--- src/rtl/counter_cmd_sequencer_if.sv ---
// counter_cmd_sequencer_if: valid/ready command channel into the counter command sequencer.
//   cmd_valid : command present (master -> slave)
//   cmd_ready : slave can accept a command (slave -> master)
//   cmd_op    : 00 LOAD, 01 UP, 10 DOWN, 11 HOLD
//   cmd_arg   : LOAD value (low DW bits) or repeat count (low AW bits)
interface counter_cmd_sequencer_if #(
    parameter int DW = 8,
    parameter int AW = 8
) ();
    localparam int WA = (DW > AW) ? DW : AW;
    logic          cmd_valid;
    logic          cmd_ready;
    logic [1:0]    cmd_op;
    logic [WA-1:0] cmd_arg;
    modport master (output cmd_valid, cmd_op, cmd_arg, input cmd_ready);
    modport slave  (input cmd_valid, cmd_op, cmd_arg, output cmd_ready);
endinterface

--- src/rtl/counter_cmd_sequencer.sv ---
// counter_cmd_sequencer: queues LOAD/UP/DOWN/HOLD commands and plays them onto an up/down/load counter, checking its output.
//   clk, rst_n  : clock, synchronous active-low reset
//   cmd         : command channel (slave side), cmd_ready = FIFO not full
//   ld_en, en, updwn, datain : registered counter control pins
//   dataout_fb  : counter output fed back for checking
//   busy        : executing or commands pending
//   done        : high during the last control cycle of each command
//   err_clr     : clears err / err_cnt (wins over a same-cycle mismatch)
//   err, err_cnt: sticky mismatch flag and saturating mismatch count
module counter_cmd_sequencer #(
    parameter int DW    = 8,
    parameter int AW    = 8,
    parameter int DEPTH = 4
) (
    input  logic                   clk,
    input  logic                   rst_n,
    counter_cmd_sequencer_if.slave cmd,
    output logic                   ld_en,
    output logic                   en,
    output logic                   updwn,
    output logic [DW-1:0]          datain,
    input  logic [DW-1:0]          dataout_fb,
    output logic                   busy,
    output logic                   done,
    input  logic                   err_clr,
    output logic                   err,
    output logic [7:0]             err_cnt
);
    localparam int WA = (DW > AW) ? DW : AW;
    localparam int PW = $clog2(DEPTH);
    localparam logic [1:0] OP_LOAD = 2'b00;
    localparam logic [1:0] OP_UP   = 2'b01;
    localparam logic [1:0] OP_DOWN = 2'b10;

    typedef enum logic {IDLE, EXEC} state_t;

    state_t        state;
    logic [1:0]    op_q  [DEPTH];
    logic [WA-1:0] arg_q [DEPTH];
    logic [PW-1:0] wr_ptr, rd_ptr;
    logic [PW:0]   cnt;
    logic [AW-1:0] rem;
    logic [DW-1:0] exp_val;
    logic          armed;

    logic          full, empty, push, pop, last;
    logic [1:0]    head_op;
    logic [WA-1:0] head_arg;
    logic          h_load, h_zero;
    logic [AW-1:0] h_rem;

    assign full     = cnt == (PW+1)'(DEPTH);
    assign empty    = cnt == '0;
    assign push     = cmd.cmd_valid && !full;
    assign last     = state == EXEC && rem == AW'(1);
    // Pop from IDLE, or on the last cycle of a command so the next one starts without a bubble.
    assign pop      = !empty && (state == IDLE || last);
    assign head_op  = op_q[rd_ptr];
    assign head_arg = arg_q[rd_ptr];
    assign h_load   = head_op == OP_LOAD;
    // A zero repeat count still occupies one cycle, with every control low.
    assign h_zero   = !h_load && head_arg[AW-1:0] == '0;
    assign h_rem    = (h_load || h_zero) ? AW'(1) : head_arg[AW-1:0];

    assign cmd.cmd_ready = !full;
    assign busy          = state == EXEC || !empty;

    always_ff @(posedge clk) begin
        if (!rst_n) begin
            wr_ptr <= '0;
            rd_ptr <= '0;
            cnt    <= '0;
        end else begin
            if (push) begin
                op_q[wr_ptr]  <= cmd.cmd_op;
                arg_q[wr_ptr] <= cmd.cmd_arg;
                wr_ptr        <= wr_ptr + 1'b1;
            end
            if (pop) rd_ptr <= rd_ptr + 1'b1;
            cnt <= cnt + (PW+1)'(push) - (PW+1)'(pop);
        end
    end

    always_ff @(posedge clk) begin
        if (!rst_n) begin
            state  <= IDLE;
            rem    <= '0;
            ld_en  <= 1'b0;
            en     <= 1'b0;
            updwn  <= 1'b0;
            datain <= '0;
            done   <= 1'b0;
        end else if (pop) begin
            state <= EXEC;
            rem   <= h_rem;
            ld_en <= h_load;
            en    <= !h_zero && (head_op == OP_UP || head_op == OP_DOWN);
            updwn <= !h_zero && head_op == OP_DOWN;
            done  <= h_rem == AW'(1);
            if (h_load) datain <= head_arg[DW-1:0];
        end else if (last) begin
            state <= IDLE;
            ld_en <= 1'b0;
            en    <= 1'b0;
            updwn <= 1'b0;
            done  <= 1'b0;
        end else if (state == EXEC) begin
            rem  <= rem - 1'b1;
            done <= rem == AW'(2);
        end
    end

    // Shadow counter tracks what the real counter does with the controls presented this cycle.
    always_ff @(posedge clk) begin
        if (!rst_n) begin
            exp_val <= '0;
            armed   <= 1'b0;
            err     <= 1'b0;
            err_cnt <= '0;
        end else begin
            if (ld_en) begin
                exp_val <= datain;
                armed   <= 1'b1;
            end else if (en) begin
                exp_val <= updwn ? exp_val - 1'b1 : exp_val + 1'b1;
            end
            if (err_clr) begin
                err     <= 1'b0;
                err_cnt <= '0;
            end else if (armed && dataout_fb != exp_val) begin
                err     <= 1'b1;
                err_cnt <= err_cnt + 8'(err_cnt != 8'hFF);
            end
        end
    end
endmodule

--- src/flat_wrapper.sv ---
// flat-port wrapper written by rule: the top's interface ports become plain ports
module counter_cmd_sequencer_flat 
#(
    parameter int DW    = 8,
    parameter int AW    = 8,
    parameter int DEPTH = 4
)
  (clk, rst_n, ld_en, en, updwn, datain, dataout_fb, busy, done, err_clr, err, err_cnt, cmd_cmd_valid, cmd_cmd_op, cmd_cmd_arg, cmd_cmd_ready);
  counter_cmd_sequencer_if #(.DW(DW), .AW(AW)) cmd_i ();
  input  logic clk;
  input  logic rst_n;
  output logic ld_en;
  output logic en;
  output logic updwn;
  output logic [DW-1:0] datain;
  input  logic [DW-1:0] dataout_fb;
  output logic busy;
  output logic done;
  input  logic err_clr;
  output logic err;
  output logic [7:0] err_cnt;
  input wire logic [$bits(cmd_i.cmd_valid)-1:0] cmd_cmd_valid;
  input wire logic [$bits(cmd_i.cmd_op)-1:0] cmd_cmd_op;
  input wire logic [$bits(cmd_i.cmd_arg)-1:0] cmd_cmd_arg;
  output wire logic [$bits(cmd_i.cmd_ready)-1:0] cmd_cmd_ready;
  assign cmd_i.cmd_valid = cmd_cmd_valid;
  assign cmd_i.cmd_op = cmd_cmd_op;
  assign cmd_i.cmd_arg = cmd_cmd_arg;
  assign cmd_cmd_ready = cmd_i.cmd_ready;
  counter_cmd_sequencer #(.DW(DW), .AW(AW), .DEPTH(DEPTH)) u_core (.clk(clk), .rst_n(rst_n), .cmd(cmd_i), .ld_en(ld_en), .en(en), .updwn(updwn), .datain(datain), .dataout_fb(dataout_fb), .busy(busy), .done(done), .err_clr(err_clr), .err(err), .err_cnt(err_cnt));
endmodule
--- config.mk ---
export PLATFORM = sky130hd
export DESIGN_NAME = counter_cmd_sequencer_flat
export DESIGN_NICKNAME = d
export VERILOG_FILES = /design/src/rtl/counter_cmd_sequencer_if.sv /design/src/rtl/counter_cmd_sequencer.sv /design/src/flat_wrapper.sv
export SDC_FILE = /design/constraint.sdc
export NUM_CORES = 1
export LEC_CHECK = 0
export BUFFER_PORTS_ARGS = -buffer_cell sky130_fd_sc_hd__buf_2
export CORE_ASPECT_RATIO = 1.4
export CORE_UTILIZATION = 63
export DETAILED_ROUTE_END_ITERATION = 6
export HOLD_SLACK_MARGIN = 0.12
export PLACE_DENSITY = 0.85
export SLEW_MARGIN = 20
export SYNTH_ARGS = -nofsm -noshare
export SYNTH_HDL_FRONTEND = slang
export SYNTH_SLANG_ARGS = --single-unit
--- constraint.sdc ---
create_clock -name clk -period 7.3 [get_ports clk]
set_input_delay 0.73 -clock clk [delete_from_list [all_inputs] [get_ports clk]]
set_output_delay 0.73 -clock clk [all_outputs]
set_load 0.02 [all_outputs]
==> Yosys cells after proc, flatten, opt, wreduce, memory -nomap -nowiden <==
Memories as Yosys holds them, arrays and structs flattened. A register that Yosys moved wholly into a read port is not among the register bits.
Index checks and enable logic that the tools add are counted.
Widths: inputs -> output; s select.
{ "word_totals": {"inputBits": 22, "memories": 2, "ram_bits": 40, "output_inout_bits": 23, "elab_cells": 82, "ff_bits": 46} }
{ "classes": {"n_bitwise": 2, "add_sub_neg": 8, "n_reduce_logical": 25, "muxes": 22, "n_eq_ne": 9} }
{ "memory_table": {"columns": ["memory", "words", "width", "read_ports", "rd_ports_with_merged_regs", "write_ports", "line", "text"], "rows": [
  ["u_core.arg_q", 4, 8, 1, 1, 1, "counter_cmd_sequencer.sv:39", "logic [WA-1:0] arg_q [DEPTH];"],
  ["u_core.op_q", 4, 2, 1, 1, 1, "counter_cmd_sequencer.sv:38", "logic [1:0] op_q [DEPTH];"]
]} }
{ "op_table": {"columns": ["operator", "n"], "rows": [
  ["$mux 8", 7],
  ["$eq 8x1->1 const B", 2],
  ["$sub 8x1->8 const B", 2],
  ["$mux 1", 11],
  ["$add 8x1->8", 1],
  ["$add 8x1->8 const B", 1],
  ["$eq 8x2->1 const B", 1],
  ["$logic_not 8->1", 1],
  ["$mux 2", 4],
  ["$ne 8x8->1", 1],
  ["$ne 8x8->1 const B", 1],
  ["$logic_and 1x1->1", 7],
  ["$reduce_bool 2->1", 3],
  ["$add 2x1->2 const B", 2],
  ["$logic_not 1->1", 4],
  ["$logic_or 1x1->1", 4],
  ["$reduce_and 2->1", 2],
  ["$add 3x1->3", 1],
  ["$eq 3x3->1 const B", 1],
  ["$logic_not 3->1", 1],
  ["$reduce_bool 3->1", 1],
  ["$sub 3x1->3", 1],
  ["$eq 2x1->1 const B", 1],
  ["$eq 2x2->1 const B", 1],
  ["4 further kinds", 5]
]} }

==> Longest topological paths before layout <==
Gate-level depths: netlist (run 1).
{ "logic_depth": {"depth_word": 7, "ltp_mapped": 14, "depth_no_buf": 14} }

==> Least setup slack after synthesis (run 1) <==
Ideal clock, no wire load.
{ "synth_path": {"kind": "register -> register", "startpoint": "register u_core.rem[1]", "endpoint": "register u_core.cnt[2]", "arrival_ns": 2.562, "setup_slack_ns": 4.611, "setup_time_ns": 0.128, "synth_period_minus_slack_ns": 2.689, "required_time_ns": 7.172, "path_buffers": 0, "path_stages_with_launch": 15, "cell_sequence": "dfxtp_1 > inv_1 > ha_1 > or4b_4 > o21ai_4 > nand2_4 > inv_1 > ha_1 > inv_1 > ha_1 > inv_1 > fa_1 > xor2_1 > xnor2_1 > nor2_1"} }
{ "synth_between": {"elab_chain_len": 5} }
{ "synth_rtl": {"columns": ["item", "line", "text"], "rows": [
  ["start: declaration", "counter_cmd_sequencer.sv:42", "logic [AW-1:0] rem;"],
  ["start signal: assignment", "counter_cmd_sequencer.sv:95", "rem <= h_rem;"],
  ["start signal: assignment", "counter_cmd_sequencer.sv:108", "rem <= rem - 1'b1;"],
  ["$eq 8x1->1", "counter_cmd_sequencer.sv:55", "assign last = state == EXEC && rem == AW'(1);"],
  ["$logic_and 1x1->1", "counter_cmd_sequencer.sv:55", null],
  ["$logic_or 1x1->1", "counter_cmd_sequencer.sv:57", "assign pop = !empty && (state == IDLE || last);"],
  ["$logic_and 1x1->1", "counter_cmd_sequencer.sv:57", null],
  ["net u_core.pop", "counter_cmd_sequencer.sv:46", "logic full, empty, push, pop, last;"],
  ["$sub 3x1->3", "counter_cmd_sequencer.sv:80", "cnt <= cnt + (PW+1)'(push) - (PW+1)'(pop);"],
  ["end signal: assignment", "counter_cmd_sequencer.sv:80", null],
  ["end: declaration", "counter_cmd_sequencer.sv:41", "logic [PW:0] cnt;"]
]} }
The timed path passes the listed nets, and every way through them passes these cells.
A chain may end at the register's enable or synchronous reset.

==> Worst setup path after layout (run 1) <==
Ends and elaborated chain as after synthesis.

==> flow_metrics.tcl, run 1 <==
set metrics [dict create \
    status "finished, violations left" \
    failed_checks "design-rule violations" \
    cts_resized 0 \
    dp_cells 470 \
    setup_ws_ns 4.38 \
    synth.top_cells.by_area "edfxtp_1 29%, dfxtp_1 23%, ha_1 5.7%, mux4_1 4.4%, nor2_1 3.8%" \
    syn_nets 411 \
    skew_ns 0.0118 \
    drt_pass1_iterations 7 \
    hpwl_um 5830 \
    max_cap_violations 0 \
    routedWlPerCell_um 16.5 \
    grtUsageMet2 0.446 \
    fp.dieW_um 70.9 \
    yosys.area.top_type "edfxtp_1" \
    met3_usage 0.0542 \
    gr-total-overflow 0 \
    cts_tree "built" \
    final_max_slew_viol_count 0 \
    synth_edf_count 40 \
    postCtsHoldBufs 0 \
    critPathArrivalTime_ns 3.14 \
    rrSetupSlack_ns 4.38 \
    viasPerCell 6.09 \
    nets 452 \
    top_usage_layer "met2" \
    ys_ff_latch 88 \
    clk_pin_slew_worst_paths_ns 0.09 \
    syn_inst 368 \
    clock_sinks 88 \
    antenna_cells 0 \
    clk_latency_ns 0.36 \
    crit_path_end_kind "flop" \
    whs_ns 0.445 \
    p_per_area_nw_per_um2 348 \
    start_util 0.661 \
    h-tree-depth 3 \
    leakage_nw 1.83 \
    grt_util_met1 0.279 \
    synth_top_area_share 0.286 \
    start_kind "flop" \
    finalCriticalPeriod_ns 2.92 \
    die_height_um 98.5 \
    dr_total_vias 2960 \
    timing.fmax_ghz 0.343 \
    mostFrequentLayoutCells "48 x dfxtp_1, 44 x buf_2, 43 x nor2_1, 40 x edfxtp_1" \
    synth_flop_cell "dfxtp_1" \
    cts_buffers 9 \
    area_growth_pct 10.5 \
    hold_viol 0 \
    grt_max_degree 33 \
    holdCritPathClass "flop to flop" \
    path_class "flop to flop" \
    yosysWarnings 0 \
    p_total_mw 1.61 \
    syn_area_um2 4190 \
    grt_pass1_wl_um 13400 \
    synth_async_sr_flop_share 0 \
    crit_fanout 7 \
    ys_types 56 \
    root_buffer "clkbuf_8" \
    io_buffers 44 \
    track_usage 0.251 \
    cp.required_ns 7.52 \
    tns_ns 0 \
    pre_cts_ws_ns 4.38 \
    top_level_ports 45 \
    relSlewSlack 0.330 \
    fp.dieArea_um2 6990 \
    clock_path_buffers 2 \
    setup_violations 0 \
    min_period_over_period 0.400 \
    fin_cells 486 \
    core_um2 6340 \
    layout_commonest_cell "dfxtp_1" \
    gp_congestion 0.875 \
    drt-total-wl_um 8020 \
    synth_area_per_cell_um2 11.4 \
    antenna_found_initial 0 \
    grt_pass1_vias 2946 \
    synth_seq_area_share 0.516 \
    drc 12 \
    ant_nets 0 \
    drt_iter0_drc 143 \
    rsz0062_at_grt "false" \
    ir_worst_vdd_uv 319 \
    post-cts-setup-buffers 0 \
    drive_above_1_share 0.179 \
    num_rows 34 \
    worstMarginPinSlew_ns 1.00 \
]
-- logic make-up (layout without fill, tap and decap cells) --
kind of cell	Yosys count	in the layout	share of synthesized area
AO/OA/AOI/OAI	68	68	0.113
XOR/XNOR	17	17	0.0355
adder cells (fa/ha/maj)	21	21	0.0662
buffers and inverters	33	79	0.0334
flip-flops	88	88	0.516
multiplexers	23	23	0.0910
AND/OR/NAND/NOR	118	118	0.146
-- final timing paths --
check                                     end  cells after the start           from
worst max register to register  u_core.cnt[2]                     14  u_core.rem[1]
worst min-delay path               u_core.err                      2     u_core.err
worst max-delay path            u_core.cnt[2]                     14  u_core.rem[1]
worst min register to register     u_core.err                      2     u_core.err
-- power by group --
part / internal (mW) / leakage, nW / switching, mW
combinational: 0.253 / 0.979 / 0.340
clock: 0.134 / 0.0970 / 0.189
sequential: 0.596 / 0.755 / 0.102
-- area by class of cell --
cell class,instances,area [µm²]
Clock inverter,7,72.6
Sequential cell,88,2160
Fill cell,461,1700
Clock buffer,9,124
Tap cell,72,90.1
Inverter,18,67.6
Timing Repair Buffer,45,228
Multi-Input combinational cell,247,1890
-- Yosys cell counts (all sizes together), types with 4 or more instances --
| library cell | instances |
|---|---|
| a211oi | 5 |
| a21oi | 17 |
| a31oi | 5 |
| and2 | 4 |
| and3 | 5 |
| buf | 5 |
| clkbuf | 10 |
| dfxtp | 48 |
| edfxtp | 40 |
| ha | 19 |
| inv | 18 |
| mux2i | 13 |
| mux4 | 10 |
| nand2 | 20 |
| nand2b | 4 |
| nand3 | 10 |
| nor2 | 43 |
| nor3 | 9 |
| o21a | 5 |
| o21ai | 13 |
| or3 | 5 |
| xnor2 | 13 |
| xor2 | 4 |
-- registers in the layout, indices dropped and copies added, names as in the netlist, named ones only --
name / flops
u_core.ld_en: 1
u_core.arg_q: 32
u_core.updwn: 1
u_core.op_q: 8
u_core.cnt: 3
u_core.rd_ptr: 2
u_core.rem: 8
u_core.armed: 1
u_core.err_cnt: 8
u_core.en: 1
u_core.state: 1
u_core.err: 1
u_core.datain: 8
u_core.done: 1
u_core.wr_ptr: 2
u_core.exp_val: 8
-- worst max-delay path, stage by stage (launching register included) --
cell	delay (ns)
dfxtp_1	0.36
inv_1	0.09
ha_1	0.19
or4b_4	0.50
o21ai_4	0.25
nand2_4	0.11
inv_1	0.11
ha_1	0.23
inv_1	0.05
ha_1	0.13
inv_1	0.04
fa_1	0.36
xor2_1	0.17
xnor2_1	0.13
nor2_1	0.05
-- routing by layer --
metal,up-vias,share of wire,wire (µm)
met5,-,0,0
met4,0,0.032,255
met3,23,0.041,328
met2,88,0.53,4260
met1,1409,0.40,3180
li1,1440,-,-
-- through the flow --
step	instance area, µm²	util
2_1_floorplan	4190	-
3_3_place_gp	4440	0.700
3_5_place_dp	4440	0.700
4_1_cts	4630	0.731
5_1_grt	4630	0.731
6_report	4630	0.731
No activity file was read; power rests on OpenSTA's default activity.
==> run 2: changes to the inputs <==
CORE_UTILIZATION = 53   (was 63)
PLACE_DENSITY = 0.76   (was 0.85)
clock period = 2.6 ns   (was 7.3 ns; I/O delays follow)
==> run 2 against run 1 <==
The run ends with negative setup slack left. Via count increased by 1.2%. Count of clock-buffer cells in the layout unchanged. Fmax increased by 11%. Worst setup slack got worse by 4.4 ns. Sequential power increased to 2.8 times the previous value. Clock skew increased by 0.00055 ns. Largest cell class unchanged.
==> flow_metrics.tcl, run 2 (synthesis results as in run 1) <==
set metrics [dict create \
    status "finished, violations left" \
    failed_checks "negative setup slack" \
    gp_congestion 0.863 \
    setup_ws_ns -0.0218 \
    core_um2 7700 \
    antenna_found_initial 0 \
    cts_buffers 9 \
    grt_pass1_wl_um 13700 \
    cpMaxStageDelayCell "or4b_4" \
    crit_path_frequent_cell "ha_4" \
    fp.dieArea_um2 8280 \
    r2r-start "u_core.rem[1]" \
    largest_reg_flops 32 \
    die_height_um 107 \
    leakage_nw 1.94 \
    rrSetupSlack_ns -0.02 \
    finalCriticalPeriod_ns 2.62 \
    setup_violations 1 \
    drt_iter0_drc 148 \
    slowest_delay_ns 0.48 \
    startpoint "u_core.rem[1]" \
    root_buffer "clkbuf_8" \
    drc 0 \
    p_per_area_nw_per_um2 975 \
    ir_worst_vdd_uv 584 \
    skew_ns 0.0123 \
    clk_pin_slew_worst_paths_ns 0.09 \
    top_register "u_core.arg_q" \
    worstMarginPinSlew_ns 0.601 \
    clock_path_buffers 2 \
    grt_pass1_vias 2971 \
    fp.dieW_um 77.2 \
    reg2reg_to "u_core.cnt[2]" \
    area_growth_pct 17.2 \
    grt_max_degree 19 \
    final_max_slew_viol_count 0 \
    io_buffers 44 \
    drt_pass1_iterations 4 \
    mostFrequentLayoutCells "46 x dfxtp_1, 44 x buf_2, 43 x nor2_1, 40 x edfxtp_1, 19 x nand2_1" \
    start_kind "flop" \
    p_total_mw 4.79 \
    met3_usage 0.0383 \
    nets 475 \
    dr_total_vias 2996 \
    routedWlPerCell_um 15.4 \
    crit_path_end_kind "flop" \
    holdCritPathClass "input pin to flop" \
    whs_ns 0.132 \
    relSlewSlack 0.599 \
    num_rows 38 \
    endpoint "u_core.cnt[2]" \
    h-tree-depth 3 \
    max_cap_violations 0 \
    reg2reg_depth 14 \
    path_class "flop to flop" \
    viasPerCell 5.58 \
    min_delay_path_depth 1 \
    top_level_ports 45 \
    crit_fanout 3 \
    track_usage 0.215 \
    clock_sinks 88 \
    cts_tree "built" \
    start_util 0.544 \
    hold_viol 0 \
    grtUsageMet2 0.404 \
    path_cells "inv_2, ha_4, or4b_4, o21ai_4, nand2_4, inv_4, ha_4, inv_4, ha_4, inv_2, fa_2, xor2_2, xnor2_1, nor2_1" \
    critPathArrivalTime_ns 2.84 \
    cp.required_ns 2.82 \
    min_period_over_period 1.01 \
    hpwl_um 5890 \
    top_usage_layer "met2" \
    layout_commonest_cell "dfxtp_1" \
    drive_above_1_share 0.227 \
    grt_util_met1 0.225 \
    ant_nets 0 \
    timing.fmax_ghz 0.381 \
    rsz0062_at_grt "true" \
    clk_latency_ns 0.36 \
    gr-total-overflow 0 \
    antenna_cells 0 \
    drt-total-wl_um 8260 \
]
[run 2: cell types whose count changed in the layout (fill, tap and decap cells not counted), moves of 2 or more]
cell / before / now
buf_4: 1 / 15
dfxtp_1: 48 / 46
dfxtp_2: 0 / 2
dlygate4sd3_1: 0 / 9
ha_1: 19 / 16
ha_4: 0 / 3
inv_1: 18 / 14
inv_2: 0 / 2
inv_4: 0 / 2
inv_6: 2 / 4
[run 2: report_power, final]
part	leakage, nW	total [mW]	switching, mW	internal, mW
combinational	1.08	1.95	1.06	0.887
sequential	0.755	1.94	0.261	1.68
clock	0.0991	0.904	0.528	0.376
total	1.94	4.79	1.85	2.94
[run 2: repair_timing]
action / CTS / global route
endpoints found under the hold margin: 33 / 0
gates resized for setup: 0 / 8
setup buffers: 2 / 1
hold buffers: 9 / 0
gates cloned: 0 / 0
pin swaps: 2 / 5
endpoints found under the setup margin: 1 / 1
[run 2: cell type report]
type,count,area (µm²)
fill,626,2790
sequential,88,2160
multi-input combinational,247,1940
timing repair buffer,68,423
tap,100,125
clock buffer,9,124
inverter,18,72.6
clock inverter,7,66.3
[run 2: per-stage QoR]
stage	setup TNS [ns]	cells	area, µm²	utilization	worst slack, ns
global route	-0.177	537	4910	0.638	-0.177
floorplan	-0.00523	368	4210	-	-0.00523
CTS	0	536	4870	0.632	0.00491
global placement	0	509	4570	0.594	0.0414
detailed placement	0	509	4570	0.594	0.00329
finish	-0.0218	537	4910	0.638	-0.0218
[run 2: worst min path at each step]
stage	slack [ns]	endpoint	from
2_1_floorplan	0.36	u_core.arg_q[0][0]	cmd_cmd_arg[0]
3_3_place_gp	0.43	u_core.err	u_core.err
3_5_place_dp	0.44	u_core.err	u_core.err
4_1_cts	0.12	u_core.arg_q[2][7]	cmd_cmd_arg[7]
5_1_grt	0.13	u_core.arg_q[1][7]	cmd_cmd_arg[7]
6_report	0.13	u_core.arg_q[2][7]	cmd_cmd_arg[7]
[run 2: per-layer routing]
| layer | up-vias | wire, µm |
|---|---|---|
| met5 | - | 0 |
| met4 | 0 | 240 |
| met3 | 23 | 372 |
| met2 | 92 | 4480 |
| met1 | 1401 | 3170 |
| li1 | 1480 | - |
[run 2: worst max-delay path: cells and delay by family (launching register included)]
kind | cells | cell delay [ns]
adder cells (fa/ha/maj) | 4 | 0.80
AND/OR/NAND/NOR | 3 | 0.60
flip-flops | 1 | 0.33
XOR/XNOR | 2 | 0.32
buffers and inverters | 4 | 0.22
AO/OA/AOI/OAI | 1 | 0.21
==> run 3: changes to the inputs <==
ABC_AREA = 1   (was not set)
BUFFER_PORTS_ARGS = not set   (was -buffer_cell sky130_fd_sc_hd__buf_2)
CORE_MARGIN = 1   (was not set)
CORE_UTILIZATION = 57   (was 53)
DONT_BUFFER_PORTS = 1   (was not set)
PLACE_DENSITY = 0.75   (was 0.76)
==> run 3 against run 2 <==
The flow now finishes without violations. Sequential power rose by 5%. Critical path depth did not move. Combinational power barely moved. Critical path type unchanged. Power rose by 1.1%. Worst setup slack improved by 0.27 ns. Largest cell class unchanged. Via count rose by 7.7%.
==> flow_metrics.tcl, run 3 <==
set metrics [dict create \
    grt_pass1_wl_um 13600 \
    power_frac_comb 0.403 \
    area_growth_pct 9.21 \
    drt-total-wl_um 8410 \
    core_um2 7310 \
    ys_types 41 \
    yosys.area.top_type "edfxtp_1" \
    power_switching_mw 2.11 \
    internal-power_mw 2.73 \
    synth_commonest_cells "104 x nand2_1, 57 x inv_1, 48 x dfxtp_1, 40 x edfxtp_1, 35 x nand3_1" \
    drc 0 \
    synth_flop_cell "dfxtp_1" \
    dp_cells 580 \
    syn_inst 486 \
    io_buffers 0 \
    cp.required_ns 2.90 \
    drt_pass1_iterations 5 \
    nets 548 \
    switching_share 0.436 \
    synth_async_sr_flop_share 0 \
    ys_ff_latch 88 \
    rsz0062_at_grt "false" \
    min_period_over_period 0.904 \
    num_rows 37 \
    cts_tree "built" \
    crit_path_end_kind "flop" \
    p_per_area_nw_per_um2 1040 \
    viasPerCell 5.32 \
    clkPwrFrac 0.178 \
    critPathArrivalTime_ns 2.65 \
    die_height_um 105 \
    min_delay_worst_endpoint "u_core.err_cnt[6]" \
    syn_area_um2 4280 \
    synth_area_per_cell_um2 8.80 \
    fin_cells 607 \
    grt_pass1_vias 3208 \
    antenna_found_initial 0 \
    drive_above_1_share 0.0922 \
    skew_ns 0.0101 \
    timing.fmax_ghz 0.425 \
    synth.top_cells.by_area "edfxtp_1 28%, dfxtp_1 22%, nand2_1 9.1%, ha_1 5.6%, inv_1 5.0%" \
    r2r-start "u_core.rem[1]" \
    synth_seq_area_share 0.505 \
    relSlewSlack 0.493 \
    grt_max_degree 22 \
    clk_latency_ns 0.36 \
    final_max_slew_viol_count 0 \
    setup_violations 0 \
    seqPwrFrac 0.418 \
    layout_commonest_cell "nand2_1" \
    fp.dieArea_um2 7860 \
    fp.dieW_um 75.2 \
    top_level_ports 45 \
    ir_worst_vdd_uv 731 \
    gp_congestion 0.866 \
    leakage_nw 1.92 \
    clk_pin_slew_worst_paths_ns 0.09 \
    crit_fanout 8 \
    synth_edf_count 40 \
    mostFrequentLayoutCells "104 x nand2_1, 57 x inv_1, 48 x dfxtp_1, 40 x edfxtp_1, 35 x nand3_1" \
    drt_iter0_drc 170 \
    synth_most_common_cell "nand2_1" \
    rrSetupSlack_ns 0.25 \
    status "finished clean" \
    routedWlPerCell_um 13.9 \
    tns_ns 0 \
    hpwl_um 5920 \
    clock_sinks 88 \
    finalCriticalPeriod_ns 2.35 \
    max_cap_violations 0 \
    track_usage 0.230 \
    antenna_cells 0 \
    worstMarginPinSlew_ns 0.758 \
    h-tree-depth 3 \
    synth_top_area_share 0.281 \
    reg2reg_depth 14 \
    holdCritPathClass "input pin to flop" \
    fill_cells 655 \
    dr_total_vias 3228 \
    cts_buffers 9 \
    ant_nets 0 \
    min_delay_path_depth 3 \
    top_register "u_core.arg_q" \
    yosysWarnings 0 \
    hold_viol 0 \
    post-cts-setup-buffers 0 \
    root_buffer "clkbuf_8" \
    start_kind "flop" \
    reg2reg_to "u_core.cnt[2]" \
    path_class "flop to flop" \
    syn_nets 529 \
    largest_reg_flops 32 \
    holdCritStartpoint "err_clr" \
    clock_path_buffers 2 \
    gr-total-overflow 0 \
    start_util 0.585 \
]
==> run 3: worst max path at each step <==
stage | start | end | depth (start not counted)
final | u_core.rem[1] | u_core.cnt[2] | 14
after global routing | u_core.rem[1] | u_core.cnt[2] | 14
after CTS | u_core.rem[1] | u_core.cnt[2] | 14
after detailed placement | u_core.rem[1] | u_core.cnt[2] | 14
after global placement | u_core.rem[1] | u_core.cnt[2] | 14
after floorplan | u_core.rem[1] | u_core.cnt[2] | 14
==> run 3: kinds of logic after synthesis <==
logic type	share of synthesized area
xor gates and xnor gates	0.0307
DFF	0.505
and+or+nand+nor	0.203
buffers and inverters	0.0740
AOI/OAI and AO/OA	0.122
adders and majority gates	0.0649
==> run 3: final cells by class <==
| type | count | area [µm²] | area share |
|---|---|---|---|
| inverters | 64 | 240 | 0.0514 |
| clock buffers | 9 | 124 | 0.0265 |
| clock inverters | 7 | 55.1 | 0.0118 |
| well taps | 97 | 121 | 0.0260 |
| multi-input cells | 323 | 1800 | 0.385 |
| flip-flops and latches | 88 | 2160 | 0.463 |
| repair buffers | 19 | 170 | 0.0364 |
==> run 3: stage by stage <==
step	hold slack, ns	worst slack (ns)	util	total power, mW	cell area [µm²]
2_1_floorplan	0.359	0.376	-	3.57	4280
3_3_place_gp	0.359	0.408	0.599	3.91	4380
3_5_place_dp	0.359	0.324	0.599	3.98	4380
4_1_cts	0.120	0.271	0.639	4.86	4670
5_1_grt	0.145	0.0665	0.639	5.20	4670
6_report	0.129	0.250	0.639	4.85	4670
==> run 3: critical path, stage by stage, from the launching register on <==
cell and delay [ns]:
dfxtp_1 0.33, inv_1 0.11, ha_1 0.18, nand2_2 0.07
o21ai_4 0.26, nand2_4 0.13, clkinv_1 0.08, ha_1 0.22
inv_1 0.06, ha_1 0.13, inv_1 0.05, fa_1 0.35
inv_1 0.07, o21ai_0 0.10, a21oi_1 0.15
==> run 3: what timing repair did <==
action                                 4_1_cts  5_1_grt
resized for setup                            0        0
endpoints found under the hold margin       64        0
hold buffers                                11        0
==> run 3: layer usage <==
layer / vias up / wire [µm] / GRT usage / part of all wire
met4: 0 / 182 / 0.115 / 0.022
met5: - / 0 / 0 / 0
met3: 19 / 388 / 0.0523 / 0.046
met1: 1462 / 3410 / 0.242 / 0.41
met2: 92 / 4430 / 0.414 / 0.53
li1: 1655 / - / - / -
==> run 3: power groups by stage <==
stage | Combinational, mW | Sequential [mW] | Clock (mW)
finish | 1.96 | 2.03 | 0.864
global route | 2.22 | 2.06 | 0.922
CTS | 1.96 | 2.03 | 0.871
detailed placement | 1.92 | 2.06 | 0
global placement | 1.86 | 2.05 | 0
floorplan | 1.58 | 1.99 | 0
